`src/rtl/apb2_pwm_timer.sv`:
```
// APB2 slave with NCH edge-aligned PWM channels sharing one prescaler and period counter.
// Optional output polarity register is enabled by defining PWM_POLARITY_EN.
module apb2_pwm_timer #(
   parameter int unsigned NCH = 4,
   parameter int unsigned CW  = 16
) (
   input  logic           pclk,
   input  logic           presetn,
   input  logic           psel,
   input  logic           penable,
   input  logic           pwrite,
   input  logic [7:0]     paddr,
   input  logic [31:0]    pwdata,
   output logic [31:0]    prdata,
   output logic           pready,
   output logic [NCH-1:0] pwm_out,
   output logic           irq
);

   localparam logic [5:0] ADDR_CTRL   = 6'h00;
   localparam logic [5:0] ADDR_PRESC  = 6'h01;
   localparam logic [5:0] ADDR_PERIOD = 6'h02;
   localparam logic [5:0] ADDR_STATUS = 6'h03;
   localparam logic [5:0] ADDR_POL    = 6'h04;
   localparam logic [5:0] ADDR_DUTY   = 6'h08;

   logic [5:0]     widx;
   logic           wr;
   logic           wr_ctrl, wr_presc, wr_period, wr_status;
   logic [NCH-1:0] wr_duty;

   logic           en, irqen, wrap;
   logic [15:0]    presc, pcnt;
   logic [CW-1:0]  period, per_sh, cnt;
   logic [CW-1:0]  duty    [NCH];
   logic [CW-1:0]  duty_sh [NCH];
   logic [NCH-1:0] raw;
   logic [31:0]    rdata;

   logic           en_nxt, en_rise, tick, wrap_hit;

   logic           unused_bits;

`ifdef PWM_POLARITY_EN
   logic           wr_pol;
   logic [NCH-1:0] pol;
   assign wr_pol = wr & (widx == ADDR_POL);
`endif

   assign unused_bits = ^{paddr[1:0], pwdata[31:16]};

   assign widx      = paddr[7:2];
   assign wr        = psel & penable & pwrite;
   assign wr_ctrl   = wr & (widx == ADDR_CTRL);
   assign wr_presc  = wr & (widx == ADDR_PRESC);
   assign wr_period = wr & (widx == ADDR_PERIOD);
   assign wr_status = wr & (widx == ADDR_STATUS);

   always_comb begin
      for (int i = 0; i < NCH; i++) begin
         wr_duty[i] = wr & (widx == ADDR_DUTY + 6'(i));
      end
   end

   assign en_nxt   = wr_ctrl ? pwdata[0] : en;
   assign en_rise  = en_nxt & ~en;
   assign tick     = en & (pcnt == presc);
   assign wrap_hit = tick & (cnt == per_sh);

   always_comb begin
      for (int i = 0; i < NCH; i++) begin
         raw[i] = en & (cnt < duty_sh[i]);
      end
   end

   // Configuration registers and W1C status.
   always_ff @(posedge pclk or negedge presetn) begin
      if (!presetn) begin
         en     <= 1'b0;
         irqen  <= 1'b0;
         presc  <= '0;
         period <= '0;
         wrap   <= 1'b0;
         for (int i = 0; i < NCH; i++) duty[i] <= '0;
`ifdef PWM_POLARITY_EN
         pol    <= '0;
`endif
      end else begin
         if (wr_ctrl) begin
            en    <= pwdata[0];
            irqen <= pwdata[1];
         end
         if (wr_presc)  presc  <= pwdata[15:0];
         if (wr_period) period <= pwdata[CW-1:0];
         for (int i = 0; i < NCH; i++) begin
            if (wr_duty[i]) duty[i] <= pwdata[CW-1:0];
         end
`ifdef PWM_POLARITY_EN
         if (wr_pol) pol <= pwdata[NCH-1:0];
`endif
         // A wrap on the same edge as a clear keeps the flag set.
         if (wrap_hit) wrap <= 1'b1;
         else if (wr_status && pwdata[0]) wrap <= 1'b0;
      end
   end

   // Prescaler, main counter and shadow registers.
   always_ff @(posedge pclk or negedge presetn) begin
      if (!presetn) begin
         pcnt   <= '0;
         cnt    <= '0;
         per_sh <= '0;
         for (int i = 0; i < NCH; i++) duty_sh[i] <= '0;
      end else if (!en_nxt) begin
         pcnt <= '0;
         cnt  <= '0;
      end else if (en_rise) begin
         pcnt   <= '0;
         cnt    <= '0;
         per_sh <= period;
         for (int i = 0; i < NCH; i++) duty_sh[i] <= duty[i];
      end else if (tick) begin
         pcnt <= '0;
         if (cnt == per_sh) begin
            cnt    <= '0;
            per_sh <= period;
            for (int i = 0; i < NCH; i++) duty_sh[i] <= duty[i];
         end else begin
            cnt <= cnt + CW'(1);
         end
      end else begin
         pcnt <= pcnt + 16'd1;
      end
   end

   always_ff @(posedge pclk or negedge presetn) begin
      if (!presetn) begin
         pwm_out <= '0;
         irq     <= 1'b0;
      end else begin
`ifdef PWM_POLARITY_EN
         pwm_out <= raw ^ pol;
`else
         pwm_out <= raw;
`endif
         irq     <= wrap & irqen;
      end
   end

   always_comb begin
      rdata = '0;
      case (widx)
         ADDR_CTRL:   rdata[1:0]    = {irqen, en};
         ADDR_PRESC:  rdata[15:0]   = presc;
         ADDR_PERIOD: rdata[CW-1:0] = period;
         ADDR_STATUS: rdata[0]      = wrap;
`ifdef PWM_POLARITY_EN
         ADDR_POL:    rdata[NCH-1:0] = pol;
`endif
         default:     ;
      endcase
      for (int i = 0; i < NCH; i++) begin
         if (widx == ADDR_DUTY + 6'(i)) rdata[CW-1:0] = duty[i];
      end
   end

   assign prdata = psel ? rdata : 32'd0;
   assign pready = 1'b1;

endmodule

```
`config.mk`:
```
export PLATFORM = sky130hd
export DESIGN_NAME = apb2_pwm_timer
export DESIGN_NICKNAME = d
export VERILOG_FILES = /design/src/rtl/apb2_pwm_timer.sv
export SDC_FILE = /design/constraint.sdc
export NUM_CORES = 1
export LEC_CHECK = 0
export BUFFER_PORTS_ARGS = -buffer_cell sky130_fd_sc_hd__clkbuf_2
export CORE_MARGIN = 1.5
export CORE_UTILIZATION = 60
export DETAILED_ROUTE_END_ITERATION = 12
export GPL_TIMING_DRIVEN = 0
export PLACE_DENSITY_LB_ADDON = 0.2
export SYNTH_ARGS = -nofsm -noshare
export SYNTH_HDL_FRONTEND = slang
export SYNTH_SLANG_ARGS = --single-unit
```
`constraint.sdc`:
```
create_clock -name pclk -period 3 [get_ports pclk]
set_input_delay 0 -clock pclk [delete_from_list [all_inputs] [get_ports pclk]]
set_output_delay 0 -clock pclk [all_outputs]
set_load 0.03 [all_outputs]
```
Word-level counts from Yosys, hierarchy flattened:

Index checks and enable logic that the tools add are counted.

* flip-flop bits (word level): 216
* latch bits: 0
* memory bits (writable): 0
* memory bits (read-only): 0
* input bits: 45
* output and inout bits: 38
* word-level logic and storage cells: 83
* memories kept: 0

* add/subtract/negate cells: 2
* multiply operators: 0
* divide/modulo/power cells: 0
* order comparisons: 4
* eq/ne operators: 10
* shifts and indexed selects: 0
* muxes and demuxes: 24
* bitwise operators: 19
* reductions and logical operators: 6

Operators by type and width (count)
* $mux 16: 15
* $mux 64: 3
* $lt 16x16->1: 4
* $add 16x1->16 const B: 2
* $eq 16x16->1: 2
* $pmux 14 s2: 1
* $eq 6x4->1 const B: 4
* $and 1x1->1: 18
* $eq 6x2->1 const B: 2
* $eq 6x1->1 const B: 1
* $logic_not 6->1: 1
* $reduce_bool 2->1: 3
* $pmux 1 s4: 1
* $mux 1: 3
* $ne 3x1->1 const B: 1
* $pmux 1 s3: 1
* $reduce_and 3->1: 1
* $logic_and 1x1->1: 1
* $not 1->1: 1

Logic depth before layout (Yosys ltp):

* word-level depth: 7
* gate-level depth with buffers: 9
* mapped depth without buffers: 8

Worst setup path after synthesis:

No wires, ideal clock.

* path kind: flip-flop to flip-flop
* start point: register cnt[11]
* end point: register duty_sh[0] in the netlist's numbering
* library setup time: 127 ps
* data arrival time: 2322 ps
* required time: 2873 ps
* path slack: 550 ps
* cell stages (with the launch flop): 10
* buffers on the path: 3
* period minus slack after synthesis: 2450 ps
* path through: dfrtp_1 > clkbuf_1 > xnor2_1 > nand4_1 > nor4_2 > nand4bb_1 > a21bo_2 > buf_6 > buf_8 > mux2_1

* word-level cells in the longest chain between the ends: 3

RTL lines
* start, declared: RTL line 34 `logic [CW-1:0] period, per_sh, cnt;`
* start signal, assigned: RTL line 129 `cnt <= cnt + CW'(1);`
* $eq 16x16->1: RTL line 124 `if (cnt == per_sh) begin`
* $reduce_bool 2->1 (no line)
* $reduce_and 3->1 (no line)
* end, declared: RTL line 36 `logic [CW-1:0] duty_sh [NCH];`

Every way passes these cells.
A chain may end at the register's enable or synchronous reset.

Final worst setup path:

* start point: register cnt[11]
* end point: register duty_sh[1] in the netlist's numbering

The elaborated chain is that of the path after synthesis.

==> metrics.yaml <==
setup_path:
  cp.arrival_ns: 3.21
  r2r_setup_slack_ns: 0.17
  crit_path_end_kind: "register"
  crit_type: "register to register"
  critPathSlowestCell: "dfrtp_1"
  cpPeakStageDelay_ns: 0.51
  cp_cell_sequence: "clkbuf_1 -> xnor2_1 -> nand4_1 -> nor4_4 -> nand4bb_1 -> a21bo_2 -> buf_6 -> buf_8 -> mux2_1"
  worstPathRequired_ns: 3.37
  cp-start-kind: "register"
  worstPathMaxFanout: 10
cts:
  cts.sinks: 216
  clk_pin_slew_worst_paths_ns: 0.06
  insertion_delay_ns: 0.51
  numCtsBuffers: 23
  cts_tree: "done"
  cts_root_buf: "clkbuf_16"
  htreeDepth: 1
  clockBufferDepth: 3
sta:
  rsz0062_at_grt: "no"
  fmax_mhz: 353
  setup_violations: 0
  fin_ws_ns: 0.167
  clock_skew_ns: 0.00736
  final_max_slew_viol_count: 0
  worst_slew_pin_slew_ns: 1.16
  hold_violations: 0
  relSlewSlack: 0.218
  finalCritPeriodShare: 0.944
  fin_crit_ns: 2.83
  finalSetupTns_ns: 0
placed_design:
  place_area_um2: 11900
  dpl.cell_count: 1235
  portBuffers: 46
  gp_congestion: 0.895
  place_hpwl_um: 19400
  preCtsSetupSlack_ns: -0.306
layout:
  final_area_um2: 12900
  layout.cells.non_filler: 1297
  syn2layout_area_growth_pct: 14.7
  register_area_um2: 5410
  antenna_cells: 0
  multi_input_area_um2: 5240
  finalNetCount: 1161
  fillers: 1324
  drive_gt1_frac: 0.212
synth:
  yosys_warnings: 0
  ys.flop_type: "dfrtp_1"
  yosysSeqAreaShare: 0.482
  synth.distinct_cells: 54
  syn_area_um2: 11200
  synth_top_area_frac: 0.482
  synth_top_area_cell: "dfrtp_1"
  async_reset_ff_frac: 1.00
  synth.top_cells.by_area: "dfrtp_1, mux2_2, mux2_1, ha_1, a22oi_1"
  synth-seq-cells: 216
  postSynthCellCount: 943
  synth_enable_flop_cells: 0
  syn_area_per_cell_um2: 11.9
floorplanning:
  core_um2: 18100
  pin_count: 83
  die_area_um2: 19500
  rows: 49
  die_h_um: 140
  start_util: 0.618
  die_w_um: 140
pwr:
  p_leak_nw: 6.19
  p_per_area_nw_per_um2: 530
  total_power_mw: 6.82
  peakVddDrop_uv: 586
route:
  drc: 5
  vias: 7763
  routed_via_density: 5.99
  drtIter0Drc: 511
  postRouteAntennaNets: 0
  first_pass_iters: 9
  wl_per_cell_um: 20.3
  wl_um: 26400
global_routing:
  grt_max_degree: 100
  grt_use_total: 0.280
  grt_pass1_vias: 7994
  antenna_found_initial: 0
  grt_overflow: 0
  grt_first_pass_wirelength_um: 42700
run:
  drv_cap: 0
status:
  violations: "design-rule violations"
  status: "finished with violations"
worst_hold_path:
  hold_path_class: "primary input to asynchronous set/reset pin"
## where the power goes
part / leakage [nW] / switching (mW) / internal [mW] / total [mW]
clock: 0.377 / 1.13 / 1.78 / 2.91
sequential: 2.99 / 0.0943 / 3.04 / 3.14
combinational: 2.82 / 0.434 / 0.334 / 0.768
total: 6.19 / 1.66 / 5.16 / 6.82
## cell usage after synthesis, types with 3 or more instances
cell type  count
a41oi_1        4
xnor2_1       32
and3_1        10
a21o_1        12
nand4_1       17
nor2_1        32
inv_1         67
nor2b_1       13
a21oi_1       31
ha_1          62
nor3_1         5
dfrtp_1      216
buf_6          3
a31oi_1       16
a22oi_1       42
or4b_1         6
nand2_1       24
o21a_1         5
a211oi_1       8
clkbuf_1      23
mux2_1        80
xor2_1        12
buf_8          8
o41ai_1        4
buf_4         17
o21ai_0       22
nand2b_1       7
o211ai_1       9
mux2_2       100
or4_1          4
nand3_1       19
o22ai_1        4
## worst max-delay path: cells and delay by family, from the launching register on
kind,cells,cell delay (ns)
flops,1,0.51
mux,1,0.33
simple gates,3,0.75
buf+inv,3,0.66
xor+xnor,1,0.16
compound gates,1,0.27
## worst paths after layout
path,cells past startpoint,start,endpoint
max,9,cnt[11],duty_sh[1]
max in group asynchronous,4,presetn,duty[6]
min in group pclk,4,pwdata[0],wrap
min reg2reg,1,duty_sh[24],duty_sh[24]
min,2,presetn,pcnt[1]
max reg2reg,9,cnt[11],duty_sh[1]
## kinds of logic after synthesis
logic type,count (synthesis),synth area share
AND/OR/NAND/NOR,148,0.0726
flip-flops,216,0.482
adder cells (fa/ha/maj),62,0.0692
other,2,0.000670
AO/OA/AOI/OAI,165,0.0980
XOR/XNOR,46,0.0373
multiplexers,182,0.184
buffers and inverters,122,0.0568
## timing repair
| item | 4_1_cts | 5_1_grt |
|---|---|---|
| hold endpoints to repair | 210 | 0 |
| buffers inserted | 1 | 0 |
| setup endpoints to repair | 81 | 0 |
| resized for setup | 2 | 0 |
| hold buffers | 22 | 0 |
## state kept, by name, indices dropped and copies added, names as in the netlist
register  cells
pcnt         16
period       16
presc        16
duty         64
pwm_out       4
en            1
cnt          16
irqen         1
per_sh       16
irq           1
duty_sh      64
wrap          1
## routing by layer
metal  part of all wire  global-route usage
met5                  0                   0
met4              0.025              0.0720
met3              0.044              0.0292
met2               0.48               0.475
met1               0.45               0.388
## area by class of cell
type                       count  area share
buffer                        55      0.0300
tap                          229      0.0223
timing repair buffer          71      0.0405
sequential                   216       0.420
clock inverter                 8     0.00933
inverter                      67      0.0195
clock buffer                  31      0.0510
multi-input combinational    620       0.407
## metrics by stage
stage	hold WS, ns	utilization
2_1_floorplan	-0.296	-
3_3_place_gp	0.356	0.650
3_5_place_dp	0.0109	0.653
4_1_cts	0.0255	0.709
5_1_grt	0.0773	0.709
6_report	0.0454	0.709
## layout by cell type (no fill, tap or decap), types with 13 or more instances in the layout
master,synthesis,routed
nand2_1,24,24
nor2b_1,13,13
dfrtp_1,216,216
ha_1,62,62
inv_1,67,67
buf_4,17,18
mux2_2,100,100
a31oi_1,16,16
xnor2_1,32,32
clkbuf_2,0,46
a22oi_1,42,42
o21ai_0,22,22
conb_1,2,17
a21oi_1,31,31
clkbuf_1,23,25
nor2_1,32,32
mux2_1,80,80
clkbuf_16,0,23
nand3_1,19,19
nand4_1,17,17
dlygate4sd3_1,0,22
No activity file was read; power rests on OpenSTA's default activity.
